--- src/rtl/nibble_serial_addsub_ctrl.sv ---
// WIDTH-bit add/subtract sequenced through a single 4-bit ripple slice,
// one nibble per clock, LSB nibble first, with carry and signed-overflow flags.

module nibble_adder4 (
    input  logic [3:0] a,
    input  logic [3:0] b,
    input  logic       cin,
    output logic [3:0] s,
    output logic       cout
);
    logic [4:0] c;

    assign c[0] = cin;
    for (genvar i = 0; i < 4; i++) begin : g_bit
        assign s[i]   = a[i] ^ b[i] ^ c[i];
        assign c[i+1] = (a[i] & b[i]) | (c[i] & (a[i] ^ b[i]));
    end
    assign cout = c[4];
endmodule

module nibble_serial_addsub_ctrl #(
    parameter int WIDTH = 16
) (
    input  logic             clk,
    input  logic             rst_n,
    input  logic             start,
    input  logic             sub,
    input  logic [WIDTH-1:0] a,
    input  logic [WIDTH-1:0] b,
    output logic             busy,
    output logic             done,
    output logic [WIDTH-1:0] sum,
    output logic             cout,
    output logic             overflow
);
    localparam int N  = WIDTH / 4;
    localparam int KW = (N > 1) ? $clog2(N) : 1;

    typedef enum logic [1:0] {IDLE, RUN, DONE} state_t;

    state_t           state_q, state_d;
    logic [WIDTH-1:0] a_q, a_d, b_q, b_d, res_q, res_d, sum_q, sum_d;
    logic [KW-1:0]    k_q, k_d;
    logic             carry_q, carry_d, cout_q, cout_d, ovf_q, ovf_d;
    logic             done_q, done_d, busy_q, busy_d;
    logic [3:0]       slice_a, slice_b, slice_s;
    logic             slice_co;

    assign slice_a = a_q[{k_q, 2'b00} +: 4];
    assign slice_b = b_q[{k_q, 2'b00} +: 4];

    nibble_adder4 u_slice (
        .a   (slice_a),
        .b   (slice_b),
        .cin (carry_q),
        .s   (slice_s),
        .cout(slice_co)
    );

    always_comb begin
        state_d = state_q;
        a_d     = a_q;
        b_d     = b_q;
        res_d   = res_q;
        k_d     = k_q;
        carry_d = carry_q;
        sum_d   = sum_q;
        cout_d  = cout_q;
        ovf_d   = ovf_q;
        done_d  = 1'b0;
        case (state_q)
            IDLE, DONE: begin
                if (start) begin
                    // Subtraction is a + ~b + 1: invert b once here, carry-in = sub.
                    a_d     = a;
                    b_d     = b ^ {WIDTH{sub}};
                    carry_d = sub;
                    k_d     = '0;
                    state_d = RUN;
                end else begin
                    state_d = IDLE;
                end
            end
            RUN: begin
                // Nibbles shift in from the top so the result lands aligned after N steps.
                res_d   = {slice_s, res_q[WIDTH-1:4]};
                carry_d = slice_co;
                k_d     = k_q + KW'(1);
                if (k_q == KW'(N - 1)) begin
                    state_d = DONE;
                    sum_d   = res_d;
                    cout_d  = slice_co;
                    ovf_d   = (a_q[WIDTH-1] == b_q[WIDTH-1]) && (res_d[WIDTH-1] != a_q[WIDTH-1]);
                    done_d  = 1'b1;
                end
            end
            default: state_d = IDLE;
        endcase
        busy_d = (state_d == RUN);
    end

    always_ff @(posedge clk or negedge rst_n) begin
        if (!rst_n) begin
            state_q <= IDLE;
            a_q     <= '0;
            b_q     <= '0;
            res_q   <= '0;
            k_q     <= '0;
            carry_q <= 1'b0;
            sum_q   <= '0;
            cout_q  <= 1'b0;
            ovf_q   <= 1'b0;
            done_q  <= 1'b0;
            busy_q  <= 1'b0;
        end else begin
            state_q <= state_d;
            a_q     <= a_d;
            b_q     <= b_d;
            res_q   <= res_d;
            k_q     <= k_d;
            carry_q <= carry_d;
            sum_q   <= sum_d;
            cout_q  <= cout_d;
            ovf_q   <= ovf_d;
            done_q  <= done_d;
            busy_q  <= busy_d;
        end
    end

    assign busy     = busy_q;
    assign done     = done_q;
    assign sum      = sum_q;
    assign cout     = cout_q;
    assign overflow = ovf_q;
endmodule
--- config.mk ---
export PLATFORM = sky130hd
export DESIGN_NAME = nibble_serial_addsub_ctrl
export DESIGN_NICKNAME = d
export VERILOG_FILES = /design/src/rtl/nibble_serial_addsub_ctrl.sv
export SDC_FILE = /design/constraint.sdc
export NUM_CORES = 1
export LEC_CHECK = 0
export ABC_AREA = 1
export BUFFER_PORTS_ARGS = -buffer_cell sky130_fd_sc_hd__buf_2
export CAP_MARGIN = 20
export CORE_UTILIZATION = 25
export CTS_BUF_LIST = sky130_fd_sc_hd__clkbuf_2 sky130_fd_sc_hd__clkbuf_4 sky130_fd_sc_hd__clkbuf_8
export DETAILED_ROUTE_END_ITERATION = 12
export PLACE_DENSITY = 0.42
export SLEW_MARGIN = 20
export SYNTH_ARGS = -nofsm -noshare
export SYNTH_HDL_FRONTEND = slang
export SYNTH_SLANG_ARGS = --single-unit
--- constraint.sdc ---
create_clock -name clk -period 5.9 [get_ports clk]
set_clock_uncertainty 0.1 [all_clocks]
set_input_delay 0.59 -clock clk [delete_from_list [all_inputs] [get_ports clk]]
set_output_delay 0.59 -clock clk [all_outputs]
set_load 0.05 [all_outputs]
# Yosys cells after proc, flatten, opt, wreduce, memory -nomap -nowiden
# Index checks and enable logic that the tools add are counted.
[word_totals]
register_bits = 73
inputBits = 36
word_cells = 58
[op_classes]
add_sub_neg = 1
eq_ne = 7
shift = 2
n_mux = 9
bitwise_logic = 21
n_reduce_logical = 7
[op_table]
columns = ["operator", "n"]
rows = [
  ["$shiftx A16 B5 Y4", 2],
  ["$xor A16 B16 Y16", 1],
  ["$and A1 B1 Y1", 8],
  ["$pmux W2 S2", 2],
  ["$xor A1 B1 Y1", 8],
  ["$reduce_and A2 Y1", 3],
  ["$eq A2 B1 Y1 const B", 2],
  ["$eq A2 B2 Y1 const B", 2],
  ["$mux W1", 4],
  ["$mux W2", 2],
  ["$or A1 B1 Y1", 4],
  ["$add A2 B1 Y2 const B", 1],
  ["$logic_not A2 Y1", 1],
  ["$ne A2 B2 Y1 const B", 1],
  ["$pmux W1 S2", 1],
  ["$reduce_bool A2 Y1", 1],
  ["$reduce_or A2 Y1", 1],
  ["$eq A1 B1 Y1", 1],
  ["$logic_and A1 B1 Y1", 1],
  ["$ne A1 B1 Y1", 1],
]

# Depth between registers and ports, before layout
[logic_depth]
word_depth = 11
mapped_depth = 17

# Cells and area by module
# From an unflattened synthesis, not the netlist that was laid out.
[hier_totals]
cells_unflattened = 373
hier_area_um2 = 3219.3
[modules_own_cells]
columns = ["mod", "instances", "cells_each", "area_each_um2", "seq_area_each_um2"]
rows = [
  ["nibble_serial_addsub_ctrl", 1, 359, 3101.7, 1726.7],
  ["nibble_adder4", 1, 14, 117.6, 0.0],
]

# Worst setup path after synthesis
# Ideal clock, no wire load.
[synth_timing]
path_kind = "register to register"
start = "register k_q[0]"
end = "register ovf_q (netlist: overflow)"
arrival_time_ps = 2567
t_required_ps = 5734
setup_slack_ps = 3167
path_stages_with_launch = 16
n_path_buf = 1
synth_period_minus_slack_ps = 2733
cell_sequence = "dfrtp_1 -> buf_2 -> o211ai_1 -> nand2_1 -> fa_1 -> inv_1 -> fa_1 -> inv_1 -> fa_1 -> inv_1 -> fa_1 -> inv_1 -> nand2_1 -> nand2_1 -> nand2_1 -> nand2_1"
[synth_between]
elab_chain_cells = 11
[synth_lines]
columns = ["element", "line_no", "source"]
rows = [
  ["start, declared", "43", "logic [KW-1:0] k_q, k_d;"],
  ["start signal, assigned", "120", "k_q <= k_d;"],
  ["$shiftx A16 B5 Y4 (on tied branches)", "49, 50", ""],
  ["$xor A1 B1 Y1", "16", "assign c[i+1] = (a[i] & b[i]) | (c[i] & (a[i] ^ b[i]));"],
  ["$and A1 B1 Y1", "16", ""],
  ["$or A1 B1 Y1", "16", ""],
  ["$and A1 B1 Y1", "16", ""],
  ["$or A1 B1 Y1", "16", ""],
  ["$and A1 B1 Y1", "16", ""],
  ["$or A1 B1 Y1", "16", ""],
  ["$xor A1 B1 Y1", "15", "assign s[i] = a[i] ^ b[i] ^ c[i];"],
  ["$ne A1 B1 Y1", "93", "ovf_d = (a_q[WIDTH-1] == b_q[WIDTH-1]) && (res_d[WIDTH-1] != a_q[WIDTH-1]);"],
  ["$logic_and A1 B1 Y1", "93", ""],
  ["end signal, assigned", "124", "ovf_q <= ovf_d;"],
  ["end, declared", "44", "logic carry_q, carry_d, cout_q, cout_d, ovf_q, ovf_d;"],
]
# Several ways; a longest one is shown, not always the timed one.
# A chain may end at the register's enable or synchronous reset.

# Worst setup path after layout
# Same ends and word-level chain as after synthesis.

==> impl_metrics.toml <==
[logic_synthesis]
largest_area_contributor_in_the_netlist = "sky130_fd_sc_hd__dfrtp_1"
yosys_top_cell_area_share_pct = 54.0
syn-mean-instance-area_um2 = 8.51
synth_nets = 417
yosysMostFrequentCell = "sky130_fd_sc_hd__nand2_1"
number_of_enable_type_register_cells_in_the_synthesized_netlist = 0
syn-cell-area_um2 = 3200
ys_dominant_reg_cell = "sky130_fd_sc_hd__dfrtp_1"
yosys.cell_types.count = 18
synth_area_leaders = "sky130_fd_sc_hd__dfrtp_1, sky130_fd_sc_hd__nand2_1, sky130_fd_sc_hd__xor2_1"
ys_async_sr_fraction_pct = 100
synth-seq-area-share_pct = 54.0
synth_seq_cells = 69
synthesis.instances = 376
ys_warn_count = 0
synth.cells.most_frequent = "sky130_fd_sc_hd__nand2_1, sky130_fd_sc_hd__dfrtp_1, sky130_fd_sc_hd__o21ai_0"

[place]
preCtsSetupSlack_ns = 2.46
hpwl_um = 4630
place_congestion = 0.750
place.port_buffers = 55
dpl_cell_area_um2 = 3560

[detailed_routing]
drcViolationCount = 0
detailedRoute.firstPassIterationCount = 7
vias = 2398
drt_first_iter_violations = 83
wl_per_cell_um = 11.4
antenna_violating_nets_post_route = 0
via_per_inst = 4.00
routed_wl_um = 6830

[cells_and_area]
fill_cells = 1333
nNetsFinal = 467
num_antenna_cells = 0
syn_to_final_growth_pct = 17.5
final_layout_size_suffix_gt1_share_pct = 20.4
design_area_um2 = 3760

[sta]
final-setup-viol-count = 0
period_minus_slack_ns = 3.45
grt_setup_unrepaired = "false"
report.final.hold_viol_count = 0
post-route-worst-setup-slack_ns = 2.45
finalMaxSlewViolations = 0
worstMarginPinSlew_ns = 0.871
setup_total_negative_slack_ns = 0
slew_headroom_pct = 41.9
period_share_pct = 58.4
fmaxAchievable_mhz = 290

[global_routing]
grt_start_max_net_pins = 70
grt_pass1_wl_um = 11700
grt_use_total_pct = 11.7
grt.overflow.total = 0
number_of_antenna_violations_at_the_first_check_in_global_routing = 0
vias_in_the_first_global_route = 2399

[power]
p_leak_nw = 2.04
power.clock.fraction_pct = 16.9
switchingPower_mw = 1.03
max-vdd-ir-drop_v = 0.000152
total_power_mw = 2.25
p_seq_share_pct = 37.7
swShare_pct = 45.9
power_report.internal_total_mw = 1.22
p_per_area_nw_per_um2 = 597
combPwrFrac_pct = 45.5

[cts]
cts-root-buf = "sky130_fd_sc_hd__clkbuf_8"
clk_transition_reported_paths_ns = 0.07
clk_latency_ns = 0.35
cts_hold_buf = 0
cts_sinks = 69
cts_buffer_depth = 2
cts_resizes = 0
cts_inserted_buffers = 9
cts_max_level = 3
cts.repair_timing.setup_buffer_count = 0
tritoncts_clock_tree = "built"

[die]
floorplan.initialDensity_pct = 26.1
die_x_um = 115
die_height_um = 115
fp.dieArea_um2 = 13300
io-pin-count = 56
floorplan.rows = 40
area_of_the_core_um2 = 12300

[hold_path]
worst_hold_path_class = "primary input to register"

[critical_path]
crit_path_end_kind = "register"
cp.required_ns = 6.09
start_kind = "register"
data_arrival_time_of_the_critical_path_ns = 3.63
kind_of_critical_path = "register to register"
timing.critical_path.fanout_max = 24

[run]
cap_violations = 0

[status]
status = "complete, no violations"
==> power groups by stage <==
stage	sequential (mW)	clock [mW]	combinational, mW
after CTS	0.851	0.394	1.05
after detailed placement	0.859	0	1.04
after global routing	0.879	0.413	1.18
final	0.846	0.379	1.02
after floorplan	0.996	0	0.659
after global placement	0.857	0	1.03
==> layout by cell type, fill, tap and decap left out <==
cell	Yosys	final
sky130_fd_sc_hd__clkinv_2	0	4
sky130_fd_sc_hd__nand2_2	11	11
sky130_fd_sc_hd__clkbuf_8	0	10
sky130_fd_sc_hd__xor2_1	16	16
sky130_fd_sc_hd__o21ai_0	24	24
sky130_fd_sc_hd__fa_1	4	4
sky130_fd_sc_hd__buf_4	1	1
sky130_fd_sc_hd__inv_2	3	3
sky130_fd_sc_hd__dfrtp_1	69	69
sky130_fd_sc_hd__nor2_8	1	1
sky130_fd_sc_hd__nor2_1	6	6
sky130_fd_sc_hd__nand2_4	1	1
sky130_fd_sc_hd__o211ai_1	2	2
sky130_fd_sc_hd__ha_1	1	1
sky130_fd_sc_hd__bufinv_16	0	1
sky130_fd_sc_hd__buf_2	11	55
sky130_fd_sc_hd__inv_1	20	20
sky130_fd_sc_hd__nand3_1	11	11
sky130_fd_sc_hd__nand2_1	190	190
sky130_fd_sc_hd__clkbuf_4	0	1
==> registers in the layout, indices dropped and copies added, names as in the netlist <==
register and count:
a_q 16, b_q 16, busy 1, carry_q 1, cout 1, done 1
k_q 2, overflow 1, res_q 12, state_q 2, sum 16
==> critical path: stages, from the launching register on <==
cell	delay, ns
sky130_fd_sc_hd__dfrtp_1	0.77
sky130_fd_sc_hd__inv_1	0.36
sky130_fd_sc_hd__o21ai_0	0.24
sky130_fd_sc_hd__nand2_1	0.09
sky130_fd_sc_hd__fa_1	0.35
sky130_fd_sc_hd__inv_1	0.08
sky130_fd_sc_hd__fa_1	0.15
sky130_fd_sc_hd__inv_1	0.05
sky130_fd_sc_hd__fa_1	0.36
sky130_fd_sc_hd__inv_1	0.08
sky130_fd_sc_hd__fa_1	0.44
sky130_fd_sc_hd__inv_1	0.10
sky130_fd_sc_hd__nand2_1	0.05
sky130_fd_sc_hd__nand2_1	0.05
sky130_fd_sc_hd__nand2_1	0.05
sky130_fd_sc_hd__nand2_1	0.06
==> routing by layer <==
layer	global-route usage, %	routed length (µm)
met1	15.3	3350
met2	18.1	3050
met3	3.85	325
met4	4.16	102
met5	0	0
==> stage by stage <==
stage | std cells | hold WS (ns) | utilization (%)
final | 599 | 0.334 | 30.7
after global routing | 599 | 0.322 | 30.7
after CTS | 599 | 0.316 | 30.7
after detailed placement | 583 | 0.355 | 29.1
after global placement | 583 | 0.351 | 29.1
after floorplan | 376 | 0.194 | -
==> cell families (layout without fill, tap and decap cells) <==
family                   after synthesis  after routing  share of synthesized area (%)
AND/OR/NAND/NOR                      220            220                           27.8
flip-flops                            69             69                           54.0
buffers and inverters                 40             95                           6.69
AO/OA/AOI/OAI                         26             26                           4.22
XOR/XNOR                              16             16                           4.38
adder cells (fa/ha/maj)                5              5                           2.89
==> final cells by class <==
class	instances	area (µm²)	area share, %
clock buffer	11	145	3.86
multi-input combinational	267	1260	33.5
sequential	69	1730	45.9
tap	168	210	5.59
timing repair buffer	56	283	7.52
inverter	23	86.3	2.30
clock inverter	5	50.0	1.33
==> final timing paths <==
path | endpoint | cells past startpoint | slack (ns) | startpoint
max | overflow$_DFFE_PN0P_ | 15 | 2.45 | k_q[0]$_DFFE_PN0P_
min | a_q[13]$_DFFE_PN0P_ | 3 | 0.33 | a[13]
max reg2reg | overflow$_DFFE_PN0P_ | 15 | 2.45 | k_q[0]$_DFFE_PN0P_
min reg2reg | sum[7]$_DFFE_PN0P_ | 2 | 0.37 | sum[7]$_DFFE_PN0P_
max in group asynchronous | b_q[2]$_DFFE_PN0P_ | 2 | 4.79 | rst_n
min in group asynchronous | sum[6]$_DFFE_PN0P_ | 2 | 0.34 | rst_n
No activity file was read; power rests on OpenSTA's default activity.
